===== config.mk =====
export PLATFORM = sky130hd
export DESIGN_NAME = plic_gateway_target
export DESIGN_NICKNAME = d
export VERILOG_FILES = /design/src/rtl/plic_gateway_target.sv
export SDC_FILE = /design/constraint.sdc
export NUM_CORES = 1
export LEC_CHECK = 0
export ABC_CLOCK_PERIOD_IN_PS = 5500
export CAP_MARGIN = 20
export CELL_PAD_IN_SITES_DETAIL_PLACEMENT = 1
export CELL_PAD_IN_SITES_GLOBAL_PLACEMENT = 1
export CORE_UTILIZATION = 37
export CTS_CLUSTER_SIZE = 14
export DETAILED_ROUTE_END_ITERATION = 8
export GPL_TIMING_DRIVEN = 0
export PLACE_DENSITY = 0.86
export SLEW_MARGIN = 20
export SYNTH_ARGS = -nofsm -noshare
export SYNTH_HDL_FRONTEND = slang
export SYNTH_SLANG_ARGS = --single-unit
export TNS_END_PERCENT = 1

===== constraint.sdc =====
create_clock -name clk -period 5.5 [get_ports clk]
set_input_delay 1.1 -clock clk [delete_from_list [all_inputs] [get_ports clk]]
set_output_delay 1.1 -clock clk [all_outputs]
set_load 0.1 [all_outputs]

===== src/rtl/plic_gateway_target.sv =====
// plic_gateway_target
// Interrupt gateway and per-target arbitration stage of the PLIC.
// Raw interrupt lines are synchronised and turned into level or edge triggers.
// Each source then runs an IDLE/PENDING/IN_SERVICE state machine, driven by
// the claim and complete requests from the register block.
// For every target, the highest-priority enabled pending source above the
// target threshold is presented as the claim ID. Ties go to the lowest ID.
//
// The regs2gateway_i bundle is a flat vector with the field layout of
// type_regs2gateway_s, MSB first: {claim_req[T], complete_req[T],
// complete_idx[T][SW]}.
module plic_gateway_target #(
    parameter int unsigned                  PLIC_SOURCE_COUNT = 2,
    parameter int unsigned                  PLIC_TARGET_COUNT = 2,
    parameter int unsigned                  PLIC_PRIO_WIDTH   = 3,
    parameter int unsigned                  PLIC_SOURCE_WIDTH = 2,
    parameter logic [PLIC_SOURCE_COUNT-1:0] PLIC_EDGE_MASK    = '0
) (
    input  logic                                                clk,
    input  logic                                                rst_n,
    input  logic [PLIC_SOURCE_COUNT-1:0]                        irq_src_i,
    input  logic [PLIC_TARGET_COUNT*(PLIC_SOURCE_WIDTH+2)-1:0]  regs2gateway_i,
    input  logic [PLIC_TARGET_COUNT-1:0][PLIC_SOURCE_COUNT-1:0] regs_ie_i,
    input  logic [PLIC_SOURCE_COUNT-1:0][PLIC_PRIO_WIDTH-1:0]   regs_prio_i,
    input  logic [PLIC_TARGET_COUNT-1:0][PLIC_PRIO_WIDTH-1:0]   regs_prio_th_i,
    output logic [PLIC_SOURCE_COUNT-1:0]                        irq_pending_o,
    output logic [PLIC_TARGET_COUNT-1:0][PLIC_SOURCE_WIDTH-1:0] claim_idx_o,
    output logic [PLIC_TARGET_COUNT-1:0]                        irq_target_o
);

    localparam int unsigned S  = PLIC_SOURCE_COUNT;
    localparam int unsigned T  = PLIC_TARGET_COUNT;
    localparam int unsigned PW = PLIC_PRIO_WIDTH;
    localparam int unsigned SW = PLIC_SOURCE_WIDTH;

    typedef struct packed {
        logic [T-1:0]         claim_req;
        logic [T-1:0]         complete_req;
        logic [T-1:0][SW-1:0] complete_idx;
    } type_regs2gateway_s;

    typedef enum logic [1:0] {
        ST_IDLE       = 2'd0,
        ST_PENDING    = 2'd1,
        ST_IN_SERVICE = 2'd2
    } state_e;

    type_regs2gateway_s        w_regs;

    logic [S-1:0]              r_sync1;
    logic [S-1:0]              r_sync2;
    logic [S-1:0]              r_prev;
    logic [S-1:0]              w_trigger;

    logic [T-1:0]              r_claim_req_q;
    logic [T-1:0]              w_claim_evt;

    state_e                    r_state     [S];
    state_e                    w_state_nxt [S];
    logic [S-1:0]              r_edge_flag;
    logic [S-1:0]              w_edge_flag_nxt;

    logic [S-1:0]              w_claimed;
    logic [S-1:0]              w_completed;

    logic [T-1:0][S-1:0]       w_eligible;
    logic [T-1:0][PW-1:0]      w_best_prio;
    logic [T-1:0][SW-1:0]      w_claim_idx;
    logic [T-1:0]              r_irq_target;

    assign w_regs = type_regs2gateway_s'(regs2gateway_i);

    // Two-flop synchroniser for the raw lines, plus one history flop for edge detection.
    always_ff @(posedge clk or negedge rst_n) begin
        if (!rst_n) begin
            r_sync1 <= '0;
            r_sync2 <= '0;
            r_prev  <= '0;
        end else begin
            r_sync1 <= irq_src_i;
            r_sync2 <= r_sync1;
            r_prev  <= r_sync2;
        end
    end

    assign w_trigger = (r_sync2 & ~r_prev & PLIC_EDGE_MASK)
                     | (r_sync2 & ~PLIC_EDGE_MASK);

    // Remember the previous claim request so that a held request claims only once.
    always_ff @(posedge clk or negedge rst_n) begin
        if (!rst_n) begin
            r_claim_req_q <= '0;
        end else begin
            r_claim_req_q <= w_regs.claim_req;
        end
    end

    assign w_claim_evt = w_regs.claim_req & ~r_claim_req_q;

    // Decode which sources are claimed or completed this cycle by any target.
    always_comb begin
        w_claimed   = '0;
        w_completed = '0;
        for (int unsigned s = 0; s < S; s++) begin
            for (int unsigned t = 0; t < T; t++) begin
                if (w_claim_evt[t] && (w_claim_idx[t] == SW'(s + 1))) begin
                    w_claimed[s] = 1'b1;
                end
                if (w_regs.complete_req[t] && (w_regs.complete_idx[t] == SW'(s + 1))) begin
                    w_completed[s] = 1'b1;
                end
            end
        end
    end

    // Per-source state register and one-deep edge memory.
    always_ff @(posedge clk or negedge rst_n) begin
        if (!rst_n) begin
            for (int unsigned s = 0; s < S; s++) begin
                r_state[s] <= ST_IDLE;
            end
            r_edge_flag <= '0;
        end else begin
            for (int unsigned s = 0; s < S; s++) begin
                r_state[s] <= w_state_nxt[s];
            end
            r_edge_flag <= w_edge_flag_nxt;
        end
    end

    // Per-source next-state logic. A completion that re-pends from the
    // edge flag consumes the flag. An edge arriving in that same cycle
    // stays remembered.
    always_comb begin
        w_state_nxt     = r_state;
        w_edge_flag_nxt = r_edge_flag;
        for (int unsigned s = 0; s < S; s++) begin
            case (r_state[s])
                ST_IDLE: begin
                    if (w_trigger[s]) begin
                        w_state_nxt[s] = ST_PENDING;
                    end
                end
                ST_PENDING: begin
                    if (w_claimed[s]) begin
                        w_state_nxt[s] = ST_IN_SERVICE;
                    end
                    if (PLIC_EDGE_MASK[s] && w_trigger[s]) begin
                        w_edge_flag_nxt[s] = 1'b1;
                    end
                end
                ST_IN_SERVICE: begin
                    if (w_completed[s]) begin
                        if (r_edge_flag[s] || (PLIC_EDGE_MASK[s] && w_trigger[s])) begin
                            w_state_nxt[s] = ST_PENDING;
                        end else begin
                            w_state_nxt[s] = ST_IDLE;
                        end
                        w_edge_flag_nxt[s] = r_edge_flag[s] & w_trigger[s];
                    end else if (PLIC_EDGE_MASK[s] && w_trigger[s]) begin
                        w_edge_flag_nxt[s] = 1'b1;
                    end
                end
                default: begin
                    w_state_nxt[s]     = ST_IDLE;
                    w_edge_flag_nxt[s] = 1'b0;
                end
            endcase
        end
    end

    // Pending vector reported back to the register block.
    always_comb begin
        irq_pending_o = '0;
        for (int unsigned s = 0; s < S; s++) begin
            irq_pending_o[s] = (r_state[s] == ST_PENDING);
        end
    end

    // Eligibility: pending, enabled for the target and strictly above its threshold.
    always_comb begin
        w_eligible = '0;
        for (int unsigned t = 0; t < T; t++) begin
            for (int unsigned s = 0; s < S; s++) begin
                w_eligible[t][s] = (r_state[s] == ST_PENDING) && regs_ie_i[t][s]
                                 && (regs_prio_i[s] > regs_prio_th_i[t]);
            end
        end
    end

    // Winner selection: ascending scan with a strict compare keeps the lowest ID on ties.
    always_comb begin
        w_claim_idx = '0;
        w_best_prio = '0;
        for (int unsigned t = 0; t < T; t++) begin
            for (int unsigned s = 0; s < S; s++) begin
                if (w_eligible[t][s]
                    && ((w_claim_idx[t] == '0) || (regs_prio_i[s] > w_best_prio[t]))) begin
                    w_claim_idx[t] = SW'(s + 1);
                    w_best_prio[t] = regs_prio_i[s];
                end
            end
        end
    end

    assign claim_idx_o = w_claim_idx;

    // Registered interrupt request towards each hart.
    always_ff @(posedge clk or negedge rst_n) begin
        if (!rst_n) begin
            r_irq_target <= '0;
        end else begin
            for (int unsigned t = 0; t < T; t++) begin
                r_irq_target[t] <= (w_claim_idx[t] != '0);
            end
        end
    end

    assign irq_target_o = r_irq_target;

endmodule


==> results of run 1 <==
## cell type report
type | count | share of cell area (%)
flip-flops and latches | 14 | 23.2
multi-input cells | 84 | 45.9
inverters | 11 | 2.73
repair buffers | 35 | 22.9
plain buffers | 2 | 1.24
well taps | 31 | 2.56
clock buffers | 3 | 1.49
## layout by cell type, fill, tap and decap left out, types with 2 or more instances in the layout
cell type / count
o2111ai_1: 2
a21oi_1: 4
a21boi_0: 4
clkdlybuf4s15_2: 2
o21a_1: 2
nor2b_1: 2
o21ai_1: 3
clkdlybuf4s50_1: 31
o21ai_2: 2
a211o_1: 2
nand2_1: 10
nor2_1: 3
nand3b_1: 3
a21oi_2: 2
inv_1: 10
nand3_1: 8
ha_1: 18
dfrtp_1: 14
clkbuf_4: 3
o211ai_2: 2
## power breakdown
group	internal, mW	total [mW]	switching (mW)
Combinational	0.0992	0.317	0.218
Sequential	0.119	0.128	0.00951
Clock	0.0254	0.0560	0.0306
## per-stage QoR
stage	std cells	cell area, sq um	worst slack [ps]	hold WS (ps)	TNS [ps]
global route	180	1510	16.1	359	0
global placement	177	1490	-223	334	-555
CTS	180	1520	10.8	356	0
detailed placement	177	1490	-358	338	-1060
finish	180	1510	156	352	0
floorplan	111	1100	52.7	331	0
## metal layers
layer	GRT usage, %	up-vias
met4	5.23	0
li1	-	484
met1	23.3	473
met5	0	-
met3	5.30	4
met2	36.5	24
## cells by family (layout without fill, tap and decap cells)
kind of cell    after synthesis  after routing  synth area share, %
fa+ha+maj                    18             18                 20.4
simple gates                 37             37                 20.2
compound gates               27             27                 20.2
flops                        14             14                 31.8
mux                           2              2                 1.93
buf+inv                      13             51                 5.45
## worst max-delay path by stage
| stage | startpoint | end | slack [ps] | depth (start not counted) |
|---|---|---|---|---|
| after floorplan | regs_prio_i[0] | claim_idx_o[2] | 50 | 12 |
| after global placement | regs_prio_i[2] | claim_idx_o[0] | -220 | 14 |
| after detailed placement | regs_prio_i[2] | claim_idx_o[0] | -360 | 14 |
| after global routing | regs_prio_i[0] | claim_idx_o[3] | 20 | 13 |
| after CTS | regs_prio_i[2] | claim_idx_o[1] | 10 | 13 |
| final | regs_prio_i[0] | claim_idx_o[3] | 160 | 13 |
## state kept, by name, indices dropped and copies added (netlist names)
name and cells:
r_sync2 2, r_state 4, r_claim_req_q 2, r_edge_flag 2
irq_target_o 2, r_sync1 2
## what timing repair did
action	in CTS	in global routing
setup endpoints to repair	4	1
endpoints found under the hold margin	0	0
resized for setup	9	1
## critical path, stage by stage
cell and delay [ps]:
clkdlybuf4s50_1 470, inv_1 100, ha_1 310, nand3_1 110, nand3_2 100, a21oi_4 220, nand2_1 100, ha_1 300
nor2b_1 130, o21a_1 130, o21ai_2 90, a21oi_2 200, dlygate4sd2_1 880
==> summary.md, run 1 <==
| Metric | Value |
|---|---|
| Post-synthesis cell area | 1100 sq um |
| Hold Path End | r_sync2[1]$_DFF_PN0_ |
| Crit Path Max Fanout | 6 |
| Fmax | about 0.19 GHz |
| Hold Path Cell Cnt | 0 |
| CP endpoint kind | output pin |
| Met2 Wirelength | 1450 um |
| Clk_skew | about 0.78 ps |
| Synthesized flop and latch total | 14 |
| Setup bufs post-CTS | 0 |
| Mean Syn Cell Area | between 9 and 10 sq um |
| Post-synth EDFFs | 0 |
| Die X | 56.6 um |
| Clock buffer count from CTS | 3 |
| Commonest cells post-synth | ha_1 (18), dfrtp_1 (14), inv_1 (10), nand2_1 (10), nand3_1 (8) |
| Maxcap violations | 0 |
| Fin. max-slew vios | 0 |
| Die Y | about 57 um |
| Critical R2R Launch | r_state[3]$_DFFE_PN0P_ |
| Grt ovf | 0 |
| Post-synth ARST share | 100% |
| Clock insertion delay at the later pin of the skew report | 270 ps |
| WP data arrival | 4240 ps |
| Remaining antenna violation count | 0 |
| Startpoint Class | input pin |
| Dominant cells by area after synthesis | dfrtp_1 (32%), ha_1 (20%), nand3_1 (3.6%), inv_1 (3.4%), nand2_1 (3.4%) |
| Register area share after synthesis | between 30% and 40% |
| Synth warnings | 0 |
| Flop-to-flop setup slack | 3100 ps |
| Clk buf depth | 2 |
| Port buffer count | 35 |
| Hold path start | r_sync1[1]$_DFF_PN0_ |
| Gpl congestion | about 0.74 |
| Clock slew at reported path FFs | 80 ps |
| CP Class | in2out |
| Std-Cell Rows | 19 |
| Vias in the first global route | 1073 |
| Synth Flop Type | dfrtp_1 |
| Reg2reg path depth | 10 |
| Diode count | 0 |
| Final Setup Violations | 0 |
| GRT Util Overall | 20.2% |
| CTS tree | yes |
| Area leader, netlist | dfrtp_1 |
| Worst slew margin | 34.8% |
| Synth unique cells | 36 |
| Initial antenna violation count | 0 |
| Nets | 197 |
| Top-area cell type share of the netlist area | a little under a third |
| Area delta synth->final | 37.2% |
| Pin count of the biggest net entering global routing | 15 |
| DR vias/cell | 5.47 |
| Power Density | 331 nW/um^2 |
| Slew @ Worst Pin | roughly 1000 ps |
| Critical R2R Capture | r_state[2]$_DFFE_PN0P_ |
| DR top layer | met4 |
| H-tree levels | 1 |
| First-pass GRT wire length | 4950 um |
| Final core occ | 54.4% |
| Dpl hpwl | 2450 um |
| Io pins | 36 |
| Initial Util | 39.6% |
| Hold Path Class | reg2reg |
| Peak VDD IR | 0.294 mV |
| Minimum clock period | 5340 ps |
| Drt total wl | 2840 um |
| Core Area | 2780 sq um |
| Status | finished clean |
| Die area | approximately 3200 sq um |
| Share of cells above drive strength 1 | 16.8% |
| RSZ-0062 raised after global routing | no |
| Clock sinks | 14 |
| Area of the multi-input gates | 694 sq um |
| Critical path required time | 4400 ps |
| WL/cell | ~16 um |
| Root buffer cell | clkbuf_4 |
| WL met1 | 1250 um |
| Fillers | 320 |
| Most frequent cell after synthesis | ha_1 |
| DR WL met3 | between 100 and 150 um |
| 1st-iter DRT viols | 10 |
| Remaining DRCs | 0 |
| Hold Buf Count CTS | 0 |
| DR vias | 985 |
| Final Hold Violating Endpoints | 0 |
| Mapped Cells | 111 |
| Period utilization | 97.2% |
| Mapped Nets | around 160 |
| Pleak | 0.688 nW |
| Drt pass-1 iters | 4 |
| Storage cell area | 350 sq um |
| Power Total | 501 uW |
(Power assumes the default switching activity.)
==> run 2: changes to the inputs <==
--- a/config.mk
+++ b/config.mk
@@ -13,6 +13,7 @@
 export CTS_CLUSTER_SIZE = 14
 export DETAILED_ROUTE_END_ITERATION = 8
 export GPL_TIMING_DRIVEN = 0
+export HOLD_SLACK_MARGIN = 0.12
 export PLACE_DENSITY = 0.86
 export SLEW_MARGIN = 20
 export SYNTH_ARGS = -nofsm -noshare
==> results of run 2 <==
The final DEF is identical to that of run 1; final timing and power are the same.
==> run 3: changes to the inputs <==
--- a/config.mk
+++ b/config.mk
@@ -13,7 +13,6 @@
 export CTS_CLUSTER_SIZE = 14
 export DETAILED_ROUTE_END_ITERATION = 8
 export GPL_TIMING_DRIVEN = 0
-export HOLD_SLACK_MARGIN = 0.12
 export PLACE_DENSITY = 0.86
 export SLEW_MARGIN = 20
 export SYNTH_ARGS = -nofsm -noshare
==> results of run 3 <==
The final DEF is identical to that of run 1; final timing and power are the same.
==> patch 1, RTL diff (settings of run 2) <==
Make the reset (`rst_n`) synchronous in 4 clocked blocks.
--- a/src/rtl/plic_gateway_target.sv
+++ b/src/rtl/plic_gateway_target.sv
@@ -71,7 +71,7 @@
     assign w_regs = type_regs2gateway_s'(regs2gateway_i);
 
     // Two-flop synchroniser for the raw lines, plus one history flop for edge detection.
-    always_ff @(posedge clk or negedge rst_n) begin
+    always_ff @(posedge clk) begin
         if (!rst_n) begin
             r_sync1 <= '0;
             r_sync2 <= '0;
@@ -87,7 +87,7 @@
                      | (r_sync2 & ~PLIC_EDGE_MASK);
 
     // Remember the previous claim request so that a held request claims only once.
-    always_ff @(posedge clk or negedge rst_n) begin
+    always_ff @(posedge clk) begin
         if (!rst_n) begin
             r_claim_req_q <= '0;
         end else begin
@@ -114,7 +114,7 @@
     end
 
     // Per-source state register and one-deep edge memory.
-    always_ff @(posedge clk or negedge rst_n) begin
+    always_ff @(posedge clk) begin
         if (!rst_n) begin
             for (int unsigned s = 0; s < S; s++) begin
                 r_state[s] <= ST_IDLE;
@@ -206,7 +206,7 @@
     assign claim_idx_o = w_claim_idx;
 
     // Registered interrupt request towards each hart.
-    always_ff @(posedge clk or negedge rst_n) begin
+    always_ff @(posedge clk) begin
         if (!rst_n) begin
             r_irq_target <= '0;
         end else begin
Check against the original RTL: differs if rst_n is asserted again (counterexample within 4 cycles, from zero or initial values and one cycle with rst_n low); with rst_n held inactive, the same outputs for 10 cycles.
==> patch 1 against run 2 <==
Cell area barely moved. Wire length rose by 3.5%. Core utilization barely moved. Maximum frequency fell by 0.18%. Worst setup slack got worse by 0.0097 ns. Sequential cell count did not move. Count of clock-buffer cells in the layout rose by 1. Area after synthesis fell by 0.45%. Largest cell class unchanged.
Power is not compared: it rests on default switching activity, and its combinational part moved more than twofold at a synthesized area within 25%.
==> patch 1: results (changes against run 2) <==
metric,value,unit,change
outcome,completed,,
wl,2930,µm,+3.5%
synthTopCellsByArea,"dfxtp_1 26%, ha_1 21%, inv_1 5.1%, nand2_1 4.8%, a21oi_1 3.2%",,
critical_path.startpoint,regs_prio_i[2],,
synth_compound_area_share,20.6,%,+0.43 points
htreeDepth,1,,unchanged
synthMuxAreaShare,1.94,%,+0.0088 points
grt_pass1_wl,4990,µm,+0.83%
tightest_slew,0.968,ns,-0.00685 ns
numPlacedInstances,192,,+8.5%
layout_setup_ws,0.147,ns,-0.00966 ns
hp-start,r_sync1[1],,
via_count,1075,,+9.1%
cp_slowest_cell,clkdlybuf4s15_1,,
preCtsSetupSlack,-0.290,ns,+0.0681 ns
r2r-end,r_state[1],,
cp.arrival,4.25,ns,about the same
synthXorXnorAreaFrac,0,%,unchanged
synthTopCellsByCount,"18 x ha_1, 15 x inv_1, 14 x dfxtp_1, 14 x nand2_1, 8 x nor2_1",,
timing.hold.ws,0.437,ns,+0.0856 ns
grtUsageTotal,20.2,%,about the same
synthArstFlopShare,0,%,-100 points
dp_hpwl,2570,µm,+4.9%
first_global_vias,1131,,+5.4%
avgSynthCellArea,8.71,µm²,-12%
clkLatencyLatePin,0.29,ns,+0.02 ns
synth-seq-area-share,25.5,%,-6.2 points
crit_path_max_incr_delay,0.72,ns,-0.16 ns
drtIter0Drc,18,,+8
grt_max_degree,11,,-4
final_nets,212,,+7.6%
hold_depth,1,,+1
drive_gt1_share,12.1,%,-4.7 points
synth_ff_type,dfxtp_1,,
r2r-start,r_state[2],,
gp_congestion,0.739,,+0.30%
min_to,r_sync2[1],,
n_fill_cell,335,,+4.7%
instances_no_fill,196,,+8.9%
-- patch 1: layer usage --
metal | vias to the layer above | wire length (µm) | global-route usage, %
li1 | 532 | - | -
met1 | 514 | 1280 | 23.0
met3 | 4 | 92 | 4.15
met5 | - | 0 | 0
met4 | 0 | 29 | 5.57
met2 | 25 | 1530 | 37.5
-- patch 1: area by class of cell --
type                    instances  area (µm²)  area share [%]
multi-input cells              93         734            48.6
repair buffers                 35         339            22.4
flip-flops and latches         14         280            18.5
inverters                      16        60.1            3.97
well taps                      31        38.8            2.57
clock buffers                   4        36.3            2.40
plain buffers                   3        22.5            1.49
-- patch 1: metrics by stage --
stage               utilization, %  cell area [µm²]
finish                        54.3             1510
global route                  54.3             1510
detailed placement            53.4             1490
CTS                           54.6             1520
global placement              53.4             1490
floorplan                        -             1100
-- patch 1: where the power goes --
part           internal, W  switching (W)  total (W)
clock network    0.0000403      0.0000359  0.0000762
logic            0.0000385      0.0000485  0.0000870
registers         0.000105     0.00000236   0.000107
==> patch 2, RTL diff (settings of run 2) <==
Without the edit above. Set the parameter `PLIC_SOURCE_COUNT` to 1 (it was 2).
--- a/src/rtl/plic_gateway_target.sv
+++ b/src/rtl/plic_gateway_target.sv
@@ -10,7 +10,7 @@
 // type_regs2gateway_s, MSB first: {claim_req[T], complete_req[T],
 // complete_idx[T][SW]}.
 module plic_gateway_target #(
-    parameter int unsigned                  PLIC_SOURCE_COUNT = 2,
+    parameter int unsigned                  PLIC_SOURCE_COUNT = 1,
     parameter int unsigned                  PLIC_TARGET_COUNT = 2,
     parameter int unsigned                  PLIC_PRIO_WIDTH   = 3,
     parameter int unsigned                  PLIC_SOURCE_WIDTH = 2,
Interface: changed (resized irq_pending_o, irq_src_i, regs_ie_i and regs_prio_i); port bits go from 36 to 29. No check against the original RTL was run, so the function may have changed too.
==> patch 2 against run 2 <==
Combinational power down 51%. Maximum frequency grew 15%. Wire length down 58%. First-iteration DRC count decreased by 60%. Worst setup slack better by 0.68 ns. Sequential cell count shrank 5. Clock skew is 0.010 ns higher. Synthesized cell count is 53% lower. Clock power is 12% lower. Area after synthesis down 53%. Register-to-register slack improved by 1.2 ns. Cell area down 45%. Power is 42% lower. Count of clock-buffer cells in the layout up 1. Largest cell class is now non-clock buffers.
==> patch 2: results (changes against run 2) <==
metric,value,unit,change
grt_pass1_wl,1940,µm,-61%
grt_max_degree,10,,-5
r2r-start,r_state[1],,
crit_path_end,claim_idx_o[2],,
drive_gt1_share,10.8,%,-5.9 points
vdd_drop_max,0.167,mV,-43%
hp-start,r_sync1,,
top_layer,met3,,
final_nets,112,,-43%
route.met2.wl,624,µm,-57%
crit_path_max_incr_delay,1.17,ns,+0.29 ns
design.seq.count,9,,-5
buffers_excl_clock,28,,-24%
timing.hold.ws,0.336,ns,-0.0159 ns
wl_met1,497,µm,-60%
cp.arrival,3.56,ns,-0.68 ns
inv_count,7,,-4
post_dp_cell_area,806,µm²,-46%
critical_path.startpoint,regs_prio_i[2],,
fin_skew,0.0109,ns,+0.0101 ns
drtIter0Drc,4,,-6
avgSynthCellArea,10.1,µm²,+1.3%
routed_via_density,4.79,,-13%
clk_share,3.16,%,+1.7 points
ff2ff_path_depth,5,,-5
synth.distinct_cells,23,,-36%
nMultiInputCombCells,35,,-58%
gp_congestion,0.683,,-7.3%
final-seq-area,225,µm²,-36%
synth-seq-area-share,43.1,%,+11 points
numPlacedInstances,94,,-47%
portBuffers,26,,-26%
p_seq,0.0000883,W,-31%
cp_slowest_cell,clkdlybuf4s50_1,,
min_to,r_sync2,,
r2r-end,r_state[0],,
clockBufferCount,4,,+1
synthTopCellsByArea,"dfrtp_1 43%, ha_1 14%, nor4b_4 4.5%, inv_1 4.3%, nand2_1 3.6%",,
wl_met3,75,µm,-30%
first_global_vias,483,,-55%
ctsResizeCount,0,,-9
rrSetupSlack,4.26,ns,+1.16 ns
synth_cells,52,,-53%
instances_no_fill,98,,-46%
n_fill_cell,157,,-51%
outcome,completed,,
grtUsageTotal,19.3,%,-0.89 points
tightest_slew,0.976,ns,+0.000765 ns
wl,1200,µm,-58%
buffer_area_share,33.1,%,+8.9 points
critical_path.max_fanout,3,,-3
powerComb,0.000154,W,-51%
seq_share,27.1,%,+3.9 points
==> patch 2: cell count changes after synthesis, sizes merged, moves of 3 or more <==
| cell | change |
|---|---|
| nor2b | -3 |
| nand3 | -7 |
| inv | -4 |
| nor2 | -3 |
| nand2 | -5 |
| dfrtp | -5 |
| a21oi | -4 |
| a21boi | -4 |
| ha | -12 |
==> patch 2: metal layers <==
| layer | up-vias | global-route usage [%] |
|---|---|---|
| met5 | - | 0 |
| met4 | 0 | 0 |
| met3 | 0 | 8.52 |
| met2 | 18 | 34.8 |
| met1 | 214 | 21.8 |
| li1 | 237 | - |
==> patch 2: logic make-up (layout without fill, tap and decap cells) <==
logic type	after synthesis	after routing	synth area share, %
AOI/OAI and AO/OA	11	11	12.2
adders and majority gates	6	6	14.4
buffers and inverters	9	39	7.89
DFF	9	9	43.1
other	1	2	0.717
and+or+nand+nor	16	16	21.8
